**config.mk**
```make
export PLATFORM = sky130hd
export DESIGN_NAME = nested_loop_counter
export DESIGN_NICKNAME = d
export VERILOG_FILES = /design/src/rtl/nested_loop_counter.sv
export SDC_FILE = /design/constraint.sdc
export NUM_CORES = 1
export LEC_CHECK = 0
export ABC_AREA = 0
export CAP_MARGIN = 10
export CORE_MARGIN = 3
export CORE_UTILIZATION = 55
export CTS_BUF_LIST = sky130_fd_sc_hd__clkbuf_2 sky130_fd_sc_hd__clkbuf_4 sky130_fd_sc_hd__clkbuf_8
export DETAILED_ROUTE_END_ITERATION = 6
export PLACE_DENSITY = 0.83
export SLEW_MARGIN = 20
export SYNTH_ARGS = -nofsm -noshare
export SYNTH_HDL_FRONTEND = slang
export SYNTH_SLANG_ARGS = --single-unit
```
**constraint.sdc**
```tcl
create_clock -name clk -period 2.9 [get_ports clk]
set_clock_uncertainty 0.05 [all_clocks]
set_input_delay 0.58 -clock clk [delete_from_list [all_inputs] [get_ports clk]]
set_output_delay 0.58 -clock clk [all_outputs]
set_load 0.1 [all_outputs]
```
**src/rtl/nested_loop_counter.sv**
```systemverilog
// Multi-level nested loop counter with per-level bounds latched at start.
// Level 0 is innermost. Provides start/busy/done sequencing and per-level wrap flags.
module nested_loop_counter #(
    parameter int NUM_LOOPS   = 3,
    parameter int COUNTER_WID = 8
) (
    input  logic                             clk,
    input  logic                             rst_n,
    input  logic                             start,
    input  logic                             en,
    input  logic [NUM_LOOPS*COUNTER_WID-1:0] config_MAX_COUNTS,
    output logic [NUM_LOOPS*COUNTER_WID-1:0] counts,
    output logic                             busy,
    output logic                             last,
    output logic [NUM_LOOPS-1:0]             wrap,
    output logic                             done
);

    localparam int              W   = COUNTER_WID;
    localparam int              N   = NUM_LOOPS * COUNTER_WID;
    localparam logic [W-1:0]    ONE = W'(1);

    typedef enum logic {
        S_IDLE,
        S_RUN
    } state_t;

    state_t               r_state;
    logic [N-1:0]         r_bounds;
    logic [N-1:0]         r_counts;
    logic                 r_done;

    logic [NUM_LOOPS-1:0] w_at_max;
    logic [NUM_LOOPS-1:0] w_lower_max;
    logic [N-1:0]         w_next_counts;

    for (genvar g = 0; g < NUM_LOOPS; g++) begin : g_lvl
        logic [W-1:0] w_cnt;
        logic [W-1:0] w_bnd;

        assign w_cnt = r_counts[g*W +: W];
        assign w_bnd = r_bounds[g*W +: W];

        // A zero bound behaves as a bound of one: the index is pinned at 0.
        assign w_at_max[g] = (w_bnd == '0) ? (w_cnt == '0) : (w_cnt == w_bnd - ONE);

        if (g == 0) begin : g_first
            assign w_lower_max[g] = 1'b1;
        end else begin : g_upper
            assign w_lower_max[g] = &w_at_max[g-1:0];
        end

        assign w_next_counts[g*W +: W] = !w_lower_max[g] ? w_cnt :
                                         (w_at_max[g] ? '0 : w_cnt + ONE);

        assign wrap[g] = busy & en & w_lower_max[g] & w_at_max[g];
    end

    assign busy   = (r_state == S_RUN);
    assign last   = busy & (&w_at_max);
    assign counts = r_counts;
    assign done   = r_done;

    always_ff @(posedge clk) begin
        if (!rst_n) begin
            r_state  <= S_IDLE;
            r_bounds <= '0;
            r_counts <= '0;
            r_done   <= 1'b0;
        end else begin
            r_done <= 1'b0;
            case (r_state)
                S_IDLE: begin
                    if (start) begin
                        r_bounds <= config_MAX_COUNTS;
                        r_counts <= '0;
                        r_state  <= S_RUN;
                    end
                end
                S_RUN: begin
                    if (en) begin
                        // On the final step every level wraps, so counts return to zero.
                        r_counts <= w_next_counts;
                        if (&w_at_max) begin
                            r_state <= S_IDLE;
                            r_done  <= 1'b1;
                        end
                    end
                end
                default: r_state <= S_IDLE;
            endcase
        end
    end

endmodule
```
-- Word level (Yosys, flattened, before mapping)
Cells that the tools add are included.
- input port bits: 28
- logic and storage cells: 55
- flip-flop bits (word level): 50
- output and inout port bits: 30
- equal/unequal tests: 7
- mux-type cells: 16
- reductions and logical operators: 13
- bitwise gates (word level): 7
- add/sub/neg operators: 6
- operators by type and width (kind ; count):
    8-bit zero test ; 6
    24-bit two-way mux ; 2
    24-bit case mux with 2 select lines ; 1
    8-bit two-way mux ; 5
    8-bit by 1-bit adder with 8-bit output (second input constant) ; 3
    8-bit equality test ; 3
    8-bit by 1-bit subtractor with 8-bit output (second input constant) ; 3
    3-bit AND reduction ; 4
    1-bit two-way mux ; 7
    1-bit AND ; 6
    2-bit AND reduction ; 3
    2-bit by 1-bit != test with 1-bit output (second input constant) ; 2
    2-bit != test (second input constant) ; 2
    1-bit case mux with 2 select lines ; 1
    1-bit NOT ; 1

-- Longest topological paths before layout
Gate-level depths: netlist of run 1.
- word-level depth: 7
- gate-level depth with buffers: 10
- depth with buffers taken out: 9

-- Worst setup path before layout of run 1
No wires, ideal clock.
- path type: reg-to-output
- from: reg r_counts[11] (netlist: counts[11])
- to: out last
- arrival time: 4.436 ns
- path slack: -2.166 ns
- required time: 2.270 ns
- buffers on the path: 1
- stages on the path, launching flop included: 8
- path through: dfxtp_1 > clkbuf_1 > xnor2_1 > xnor2_1 > or4_4 > o41ai_2 > nand2_1 > nor3_1
- longest elaborated chain between the ends: 4
- elaborated cells on any way between the ends: 5
- those cells by class: 1 x eq/ne; 1 x mux; 1 x bitwise; 2 x reduce/logical
- RTL lines (item ; RTL line ; text):
    from (decl) ; 30 ; logic [N-1:0] r_counts;
    from (signal assigned) ; 83 ; r_counts <= w_next_counts;
    8-bit equality test / 8-bit zero test (equally long branches) ; 45 ; assign w_at_max[g] = (w_bnd == '0) ? (w_cnt == '0) : (w_cnt == w_bnd - ONE);
    1-bit two-way mux * ; 45 ;
    3-bit AND reduction * ; 60 ; assign last = busy & (&w_at_max);
    1-bit AND * ; 60 ;
    to (decl) ; 14 ; output logic last,
Every way passes the cells marked *; elsewhere a longest branch is shown, timed or not.

-- Final worst setup path of run 1
- from: reg r_bounds[8]
- to: out wrap[2]
- longest elaborated chain between the ends: 6
- elaborated cells on any way between the ends: 7
- those cells by class: 1 x add/sub; 1 x eq/ne; 1 x mux; 2 x bitwise; 2 x reduce/logical
- RTL lines (item ; RTL line ; text):
    from (decl) ; 29 ; logic [N-1:0] r_bounds;
    from (signal assigned) ; 75 ; r_bounds <= config_MAX_COUNTS;
    8-bit by 1-bit subtractor with 8-bit output ; 45 ;
    8-bit equality test ; 45 ;
    1-bit two-way mux * ; 45 ;
    2-bit AND reduction * ; 50 ; assign w_lower_max[g] = &w_at_max[g-1:0];
    1-bit AND * (2 in series) ; 56 ; assign wrap[g] = busy & en & w_lower_max[g] & w_at_max[g];
    to (decl) ; 15 ; output logic [NUM_LOOPS-1:0] wrap,
Marks and branches as above.

==> results of run 1 <==
[cell usage in the layout (no fill, tap or decap), drive strengths merged, types with 15 or more instances in the layout]
cell type	n
xor2	18
nor3	22
dfxtp	50
xnor2	15
inv	21
clkdlybuf4s50	27
nand2	75
nand3	16
buf	61
nor2	25
a21oi	26
[worst min-delay path by stage]
| stage | to | cells after the start | slack, ps |
|---|---|---|---|
| 6_report | r_bounds[17] | 2 | 440 |
| 5_1_grt | r_bounds[13] | 2 | 480 |
| 4_1_cts | r_bounds[17] | 2 | 450 |
| 3_5_place_dp | r_bounds[17] | 2 | 430 |
| 3_3_place_gp | r_bounds[17] | 2 | 430 |
| 2_1_floorplan | r_bounds[13] | 2 | 410 |
[Yosys cell counts, types with 4 or more instances]
cell      instances
nand3_1          16
dfxtp_1          50
or3_1             6
a21oi_1          26
a22oi_1           5
nor3_1           19
nor4_1            5
nand2b_1          4
and3_1            5
clkbuf_1         13
nand2_1          75
or2_2             4
a21boi_0          9
xnor2_1          15
o22ai_1           8
nor2_1           25
inv_1            21
a31oi_1           4
xor2_1           18
ha_1             12
o21ai_0           4
[timing repair]
action	4_1_cts	5_1_grt
resized for setup	3	15
setup buffers	0	3
cloned	0	0
hold endpoints to repair	0	0
pin swaps	1	5
endpoints found under the setup margin	4	13
[registers in the layout, summed over array words and instances, names as in the netlist]
name / cells
busy: 1
counts: 24
done: 1
r_bounds: 24
[layer usage]
| layer | GRT usage | up-vias |
|---|---|---|
| met3 | 0.0488 | 14 |
| met2 | 0.471 | 134 |
| met1 | 0.348 | 1568 |
| met4 | 0.0847 | 0 |
| met5 | 0 | - |
| li1 | - | 1614 |
[through the flow]
| step | instances | area (um2) | hold WS (ps) |
|---|---|---|---|
| finish | 564 | 4360 | 445 |
| floorplan | 412 | 3420 | 410 |
| CTS | 561 | 4280 | 445 |
| global route | 564 | 4360 | 480 |
| detailed placement | 553 | 4170 | 433 |
| global placement | 553 | 4170 | 430 |
[critical path: cells and delay by family (launching register included)]
family / cells / cell delay (ps)
compound gates: 1 / 290
flops: 1 / 370
simple gates: 4 / 1000
fa+ha+maj: 1 / 250
buf+inv: 2 / 250
xor+xnor: 1 / 140
[logic make-up (layout without fill, tap and decap cells)]
| group | after synthesis | in the layout | synth area share |
|---|---|---|---|
| XOR/XNOR | 33 | 33 | 0.0899 |
| buffers and inverters | 38 | 118 | 0.0452 |
| AO/OA/AOI/OAI | 88 | 88 | 0.197 |
| adder cells (fa/ha/maj) | 12 | 12 | 0.0467 |
| AND/OR/NAND/NOR | 190 | 190 | 0.307 |
| flip-flops | 50 | 50 | 0.311 |
| multiplexers | 1 | 1 | 0.00311 |
[power by group]
part           switching (mW)  internal (mW)
Combinational           0.285          0.225
Clock                   0.224          0.200
Sequential             0.0314          0.699
[final cells by class]
type,count,area share
Multi-Input combinational cell,324,0.513
Sequential cell,50,0.247
Timing Repair Buffer,88,0.179
Clock buffer,8,0.0210
Tap cell,72,0.0207
Inverter,22,0.0195
==> key figures, run 1 <==
Route
  • # DRC: 0
  • DR WL met3: 596 um
  • Post-DR wirelength/cell: about 15 um
  • Wire length on met1: 3610 um
  • DR top layer: met4
  • Vias/cell: 5.90
  • Pre-antenna DRT Iters: 5
  • Drt first-iter violations: 165
  • Met2 Wirelength: 4350 um
  • Detailed Route WL: 8690 um
  • Via count: 3330
  • Antenna-violating nets left: 0

Synthesis
  • Top_reg_cell synth: dfxtp_1
  • Area of the mapped netlist: 3210 um2
  • Register area share after synthesis: 0.311
  • Synth top area share: 0.311
  • Ys async rst share: 0
  • Main area contributors after synthesis: dfxtp_1 (31%), nand2_1 (8.8%), xor2_1 (4.9%)
  • Mapped Cells: roughly 410
  • Post-synth EDFFs: 0
  • Distinct cells, synth: 63
  • Synth Area per Inst: ~7.8 um2
  • Synth warnings: 0
  • Synthesized Nets: around 450
  • Dominant cell type by area after synthesis: dfxtp_1
  • FF+latch count, synth: 50

Timing
  • Fin worst setup slack: -326 ps
  • Fmax: 310 MHz
  • Tmin final: 3230 ps
  • Fin crit share: 1.11
  • Final hold violations: 0
  • Final Max Slew Viols: 0
  • Setup violators final: 4
  • Worst Tran Pin Value: around 670 ps
  • Setup TNS: -964 ps
  • RSZ-0062 raised after global routing: true
  • Slew HR: 0.553

Floorplan
  • Rows: 27
  • Ports: 58
  • Die footprint: approximately 7000 um2
  • Core Area: 5570 um2
  • Die width: around 82 um
  • Initial core utilization: 0.577
  • Die Y: 82.4 um

Final layout
  • Fillers: approximately 400
  • N_diodes: 0
  • Layout cell share with drive strength beyond 1: 0.291
  • Final #Nets: 531
  • Storage element area: 1070 um2
  • Final core utilization: 0.782
  • Area occupied by multi-input gates: 2240 um2
  • Area growth syn-to-layout: 35.6%

Worst setup path
  • CP Class: flop to primary output
  • RR Endpoint: counts[15]
  • Crit path cell chain: inv_4, ha_4, xor2_1, nand2_1, or4_4, o41ai_4, nand2_2, nor3_4, buf_12
  • CP Capture Point: wrap[2]
  • Reg2Reg Launch Point: r_bounds[0]
  • CP Max Fanout: 3
  • Critical path data arrival time: 2600 ps
  • R2R setup slack: ~170 ps
  • Setup crit end kind: primary output
  • Critical Path RT: about 2300 ps
  • Crit-path max cell delay: 560 ps
  • Slowest stage cell, crit path: or4_4
  • Worst Setup SP: r_bounds[8]
  • Startpoint type of the worst setup path: flop
  • Cell count of the worst reg-to-reg path: 11

CTS
  • Clock input transition at the sequential cells of the worst setup and hold paths: 90 ps
  • Hold-fix buffers, CTS: 0
  • Clock Sink Count: 50
  • Clk_lat worst skew: 310 ps
  • CTS tree: done
  • TritonCTS Buffers: 5
  • Root Driver: clkbuf_8
  • Clock Tree Buf Depth: 2
  • CTS H-tree depth: 2

Hold path
  • Hold Crit Class: flop to flop
  • Min-Delay Startpoint: r_bounds[17]

Power
  • Leakage: 1.73 nW
  • VDD IR max: approximately 0.28 mV
  • PwrDens: about 380 nW/um2
  • Total Power Consumption: 1.66 mW

Outcome
  • Status: finished with violations
  • Failing checks: setup timing

Global route
  • Vias in the first global route: 3062
  • Pin count of the biggest net entering global routing: 26
  • All-Layer GR Usage: 0.275
  • Initial antenna violation count: 0
  • Overflow after GRT: 0
  • First-pass GRT wire length: roughly 14000 um

Run
  • Max-cap violations: 0

Placed design
  • Port Buf Inserts: 57
  • Pre-CTS WS: -107 ps
  • Final GP Congestion: approximately 0.92
  • Post-DP HPWL: 6550 um
(Power assumes the default switching activity.)
==> inputs of run 2 (changes only) <==
--- a/config.mk
+++ b/config.mk
@@ -8,10 +8,11 @@
 export ABC_AREA = 0
 export CAP_MARGIN = 10
 export CORE_MARGIN = 3
-export CORE_UTILIZATION = 55
+export CORE_UTILIZATION = 48
 export CTS_BUF_LIST = sky130_fd_sc_hd__clkbuf_2 sky130_fd_sc_hd__clkbuf_4 sky130_fd_sc_hd__clkbuf_8
 export DETAILED_ROUTE_END_ITERATION = 6
-export PLACE_DENSITY = 0.83
+export MAX_ROUTING_LAYER = met4
+export PLACE_DENSITY = 0.74
 export SLEW_MARGIN = 20
 export SYNTH_ARGS = -nofsm -noshare
 export SYNTH_HDL_FRONTEND = slang
==> constraint.sdc (replaced) <==
create_clock -name clk -period 2.9 [get_ports clk]
set_clock_uncertainty 0.05 [all_clocks]
set_input_delay 0.58 -clock clk [delete_from_list [all_inputs] [get_ports clk]]
set_output_delay 0.58 -clock clk [all_outputs]
set_load 0.005 [all_outputs]
==> run 2 against run 1 <==
Net effect: the flow still finishes with violations (setup timing); wire length increased by 4.0%; register-to-register slack got worse by 30 ps; global-route usage fell by 2.4 points; total power up 0.36%; first-iteration DRC count increased by 8.5%; combinational power decreased by 2%; critical path depth fell by 2; hold slack got worse by 3.2 ps; sequential power up 0.5%; count of clock-buffer cells in the layout fell by 1; setup slack better by 130 ps; highest routed layer unchanged.
==> key figures, run 2 (synthesized netlist as in run 1, its figures left out) <==
Final layout
  • Area occupied by multi-input gates: 2180 um2 (-2.4%)
  • N_diodes: 0 (unchanged)
  • Final #Nets: 581 (+9.4%)
  • Final core utilization: 0.721 (-0.0608)
  • Most frequent cells in the layout: buf_4 (80), nand2_1 (75), clkdlybuf4s50_1 (53), dfxtp_1 (44), a21oi_1 (25)
  • Finished Layout Cells: 619 (+9.8%)
  • Storage element area: 1010 um2 (-5.7%)
  • Final Cell Area: 4630 um2 (+6.3%)
  • Most common cell after layout, fill and taps aside: buf_4
  • Layout cell share with drive strength beyond 1: 0.255 (-0.0360)
  • Area growth syn-to-layout: 44.1%
  • Fillers: 504 (+27%)

Timing
  • Fin crit share: 1.07 (-0.0461)
  • Setup TNS: -524 ps (+439 ps)
  • Slew HR: 0.538 (-0.0152)
  • Hold slack: 442 ps (-3.19 ps)
  • Tmin final: 3090 ps (-134 ps)
  • Fmax: 323 MHz (+4.3%)
  • Final hold violations: 0 (unchanged)
  • Setup violators final: 3 (-1)
  • Fin worst setup slack: -192 ps (+134 ps)
  • Final Max Slew Viols: 0 (unchanged)
  • RSZ-0062 raised after global routing: true
  • Worst Tran Pin Value: 687 ps (+19.0 ps)

Placed design
  • DP Area: 4400 um2 (+5.5%)
  • Post-DP HPWL: 7050 um (+7.6%)
  • Final GP Congestion: 0.877 (-4.6%)
  • Inst Count DP: 607 (+9.8%)
  • Port Buf Inserts: 57 (unchanged)

Global route
  • All-Layer GR Usage: 0.251 (-0.0235)
  • Overflow after GRT: 0 (unchanged)
  • Pin count of the biggest net entering global routing: 20 (-23%)
  • Initial antenna violation count: 0 (unchanged)
  • Vias in the first global route: 3297 (+7.7%)
  • First-pass GRT wire length: 15100 um (+4.2%)

Worst setup path
  • CP Class: flop to primary output
  • Critical path data arrival time: 2460 ps (-140 ps)
  • Cell count of the worst reg-to-reg path: 10 (-1)
  • Crit path cell chain: or4_4, or4b_4, nand3b_1, clkinv_1, a21oi_2, nor3_2, buf_2
  • Setup crit end kind: primary output
  • Crit. path cell count: 7 (-2)
  • Startpoint type of the worst setup path: flop
  • Bufs and invs on worst path: 2 (unchanged)
  • Crit-path max cell delay: 570 ps (about the same)
  • CP Max Fanout: 3 (unchanged)
  • Delay-heaviest family, CP: simple AND/OR/NAND/NOR gates
  • Slowest stage cell, crit path: or4_4
  • R2R setup slack: 140 ps (-30 ps)
  • Critical Path RT: 2270 ps (about the same)

Route
  • Vias/cell: 5.56 (-5.8%)
  • # DRC: 0 (unchanged)
  • Antenna-violating nets left: 0 (unchanged)
  • Via count: 3441 (+3.3%)
  • Detailed Route WL: 9040 um (+4.0%)
  • Post-DR wirelength/cell: 14.6 um (-5.2%)
  • Pre-antenna DRT Iters: 4 (-1)
  • Drt first-iter violations: 179 (+8.5%)

Floorplan
  • Rows: 29 (+7.4%)
  • Core Area: 6420 um2 (+15%)
  • Die Y: 87.8 um (+6.5%)
  • Ports: 58 (unchanged)
  • Die footprint: 7710 um2 (+13%)
  • Die width: 87.8 um (+6.5%)
  • Initial core utilization: 0.500 (-0.0762)

Outcome
  • Status: finished with violations
  • Failing checks: setup timing

Power
  • PwrDens: 361 nW/um2 (-5.5%)
  • Clk pwr share: 0.262 (+0.007)
  • Comb pwr share: 0.298 (-0.008)
  • Seq pwr share: 0.440 (about the same)
  • Sw Pwr: 0.504 mW (-6.8%)
  • VDD IR max: 0.211 mV (-25%)
  • Leakage: 1.88 nW (+8.9%)
  • P_int: 1.17 mW (+3.8%)
  • Sw Ratio: 0.302 (-0.0231)

CTS
  • TritonCTS Buffers: 5 (unchanged)
  • Clock Sink Count: 50 (unchanged)
  • Clock input transition at the sequential cells of the worst setup and hold paths: 90 ps (about the same)
  • CTS tree: done
  • Clock Tree Buf Depth: 2 (unchanged)
  • Clk_lat worst skew: 310 ps (about the same)
  • Root Driver: clkbuf_8
  • CTS H-tree depth: 2 (unchanged)

Run
  • Max-cap violations: 0 (unchanged)

Hold path
  • Hold Crit Class: flop to flop
  • Worst Hold Depth: 2 (unchanged)
[run 2: path summary, 6_finish.rpt]
check                                  start            to
worst max-delay path            r_bounds[18]       wrap[2]
worst min-delay path            r_bounds[11]  r_bounds[11]
worst max register to register   r_bounds[9]    counts[22]
worst min register to register  r_bounds[11]  r_bounds[11]
[run 2: layout make-up]
class	count	area share
repair buffers	138	0.251
clock inverters	1	0.00108
multi-input cells	324	0.471
inverters	22	0.0178
well taps	77	0.0208
flip-flops and latches	50	0.219
clock buffers	7	0.0194
[run 2: per-layer routing]
layer | wire length [um] | GRT usage | up-vias | part of all wire
li1 | - | - | 1705 | -
met1 | 4040 | 0.308 | 1628 | 0.45
met2 | 4490 | 0.421 | 90 | 0.50
met3 | 331 | 0.0405 | 18 | 0.037
met4 | 179 | 0.0781 | 0 | 0.020
met5 | 0 | - | - | 0
[run 2: timing repair]
| action | in CTS | in global routing |
|---|---|---|
| buffers inserted | 3 | 1 |
| setup endpoints to repair | 4 | 13 |
| hold buffers | 0 | 0 |
| resized for setup | 42 | 6 |
| pin swaps | 12 | 5 |
[run 2: worst min-delay path, cell delays in order (launching register included)]
cell     delay [ps]
dfxtp_1         340
nand2_1          60
a21oi_1          50
[run 2: metrics by stage]
step	setup WS, ps	total power [mW]
floorplan	84.4	1.00
global placement	-480	1.20
detailed placement	-562	1.21
CTS	-199	1.67
global route	-311	1.75
finish	-192	1.67
[run 2: power by group through the flow]
stage          clock network, mW  registers (mW)  logic, mW
2_1_floorplan                  0           0.752      0.251
3_3_place_gp                   0           0.748      0.450
3_5_place_dp                   0           0.749      0.461
4_1_cts                    0.441           0.735      0.490
5_1_grt                    0.471           0.739      0.543
6_report                   0.438           0.735      0.498
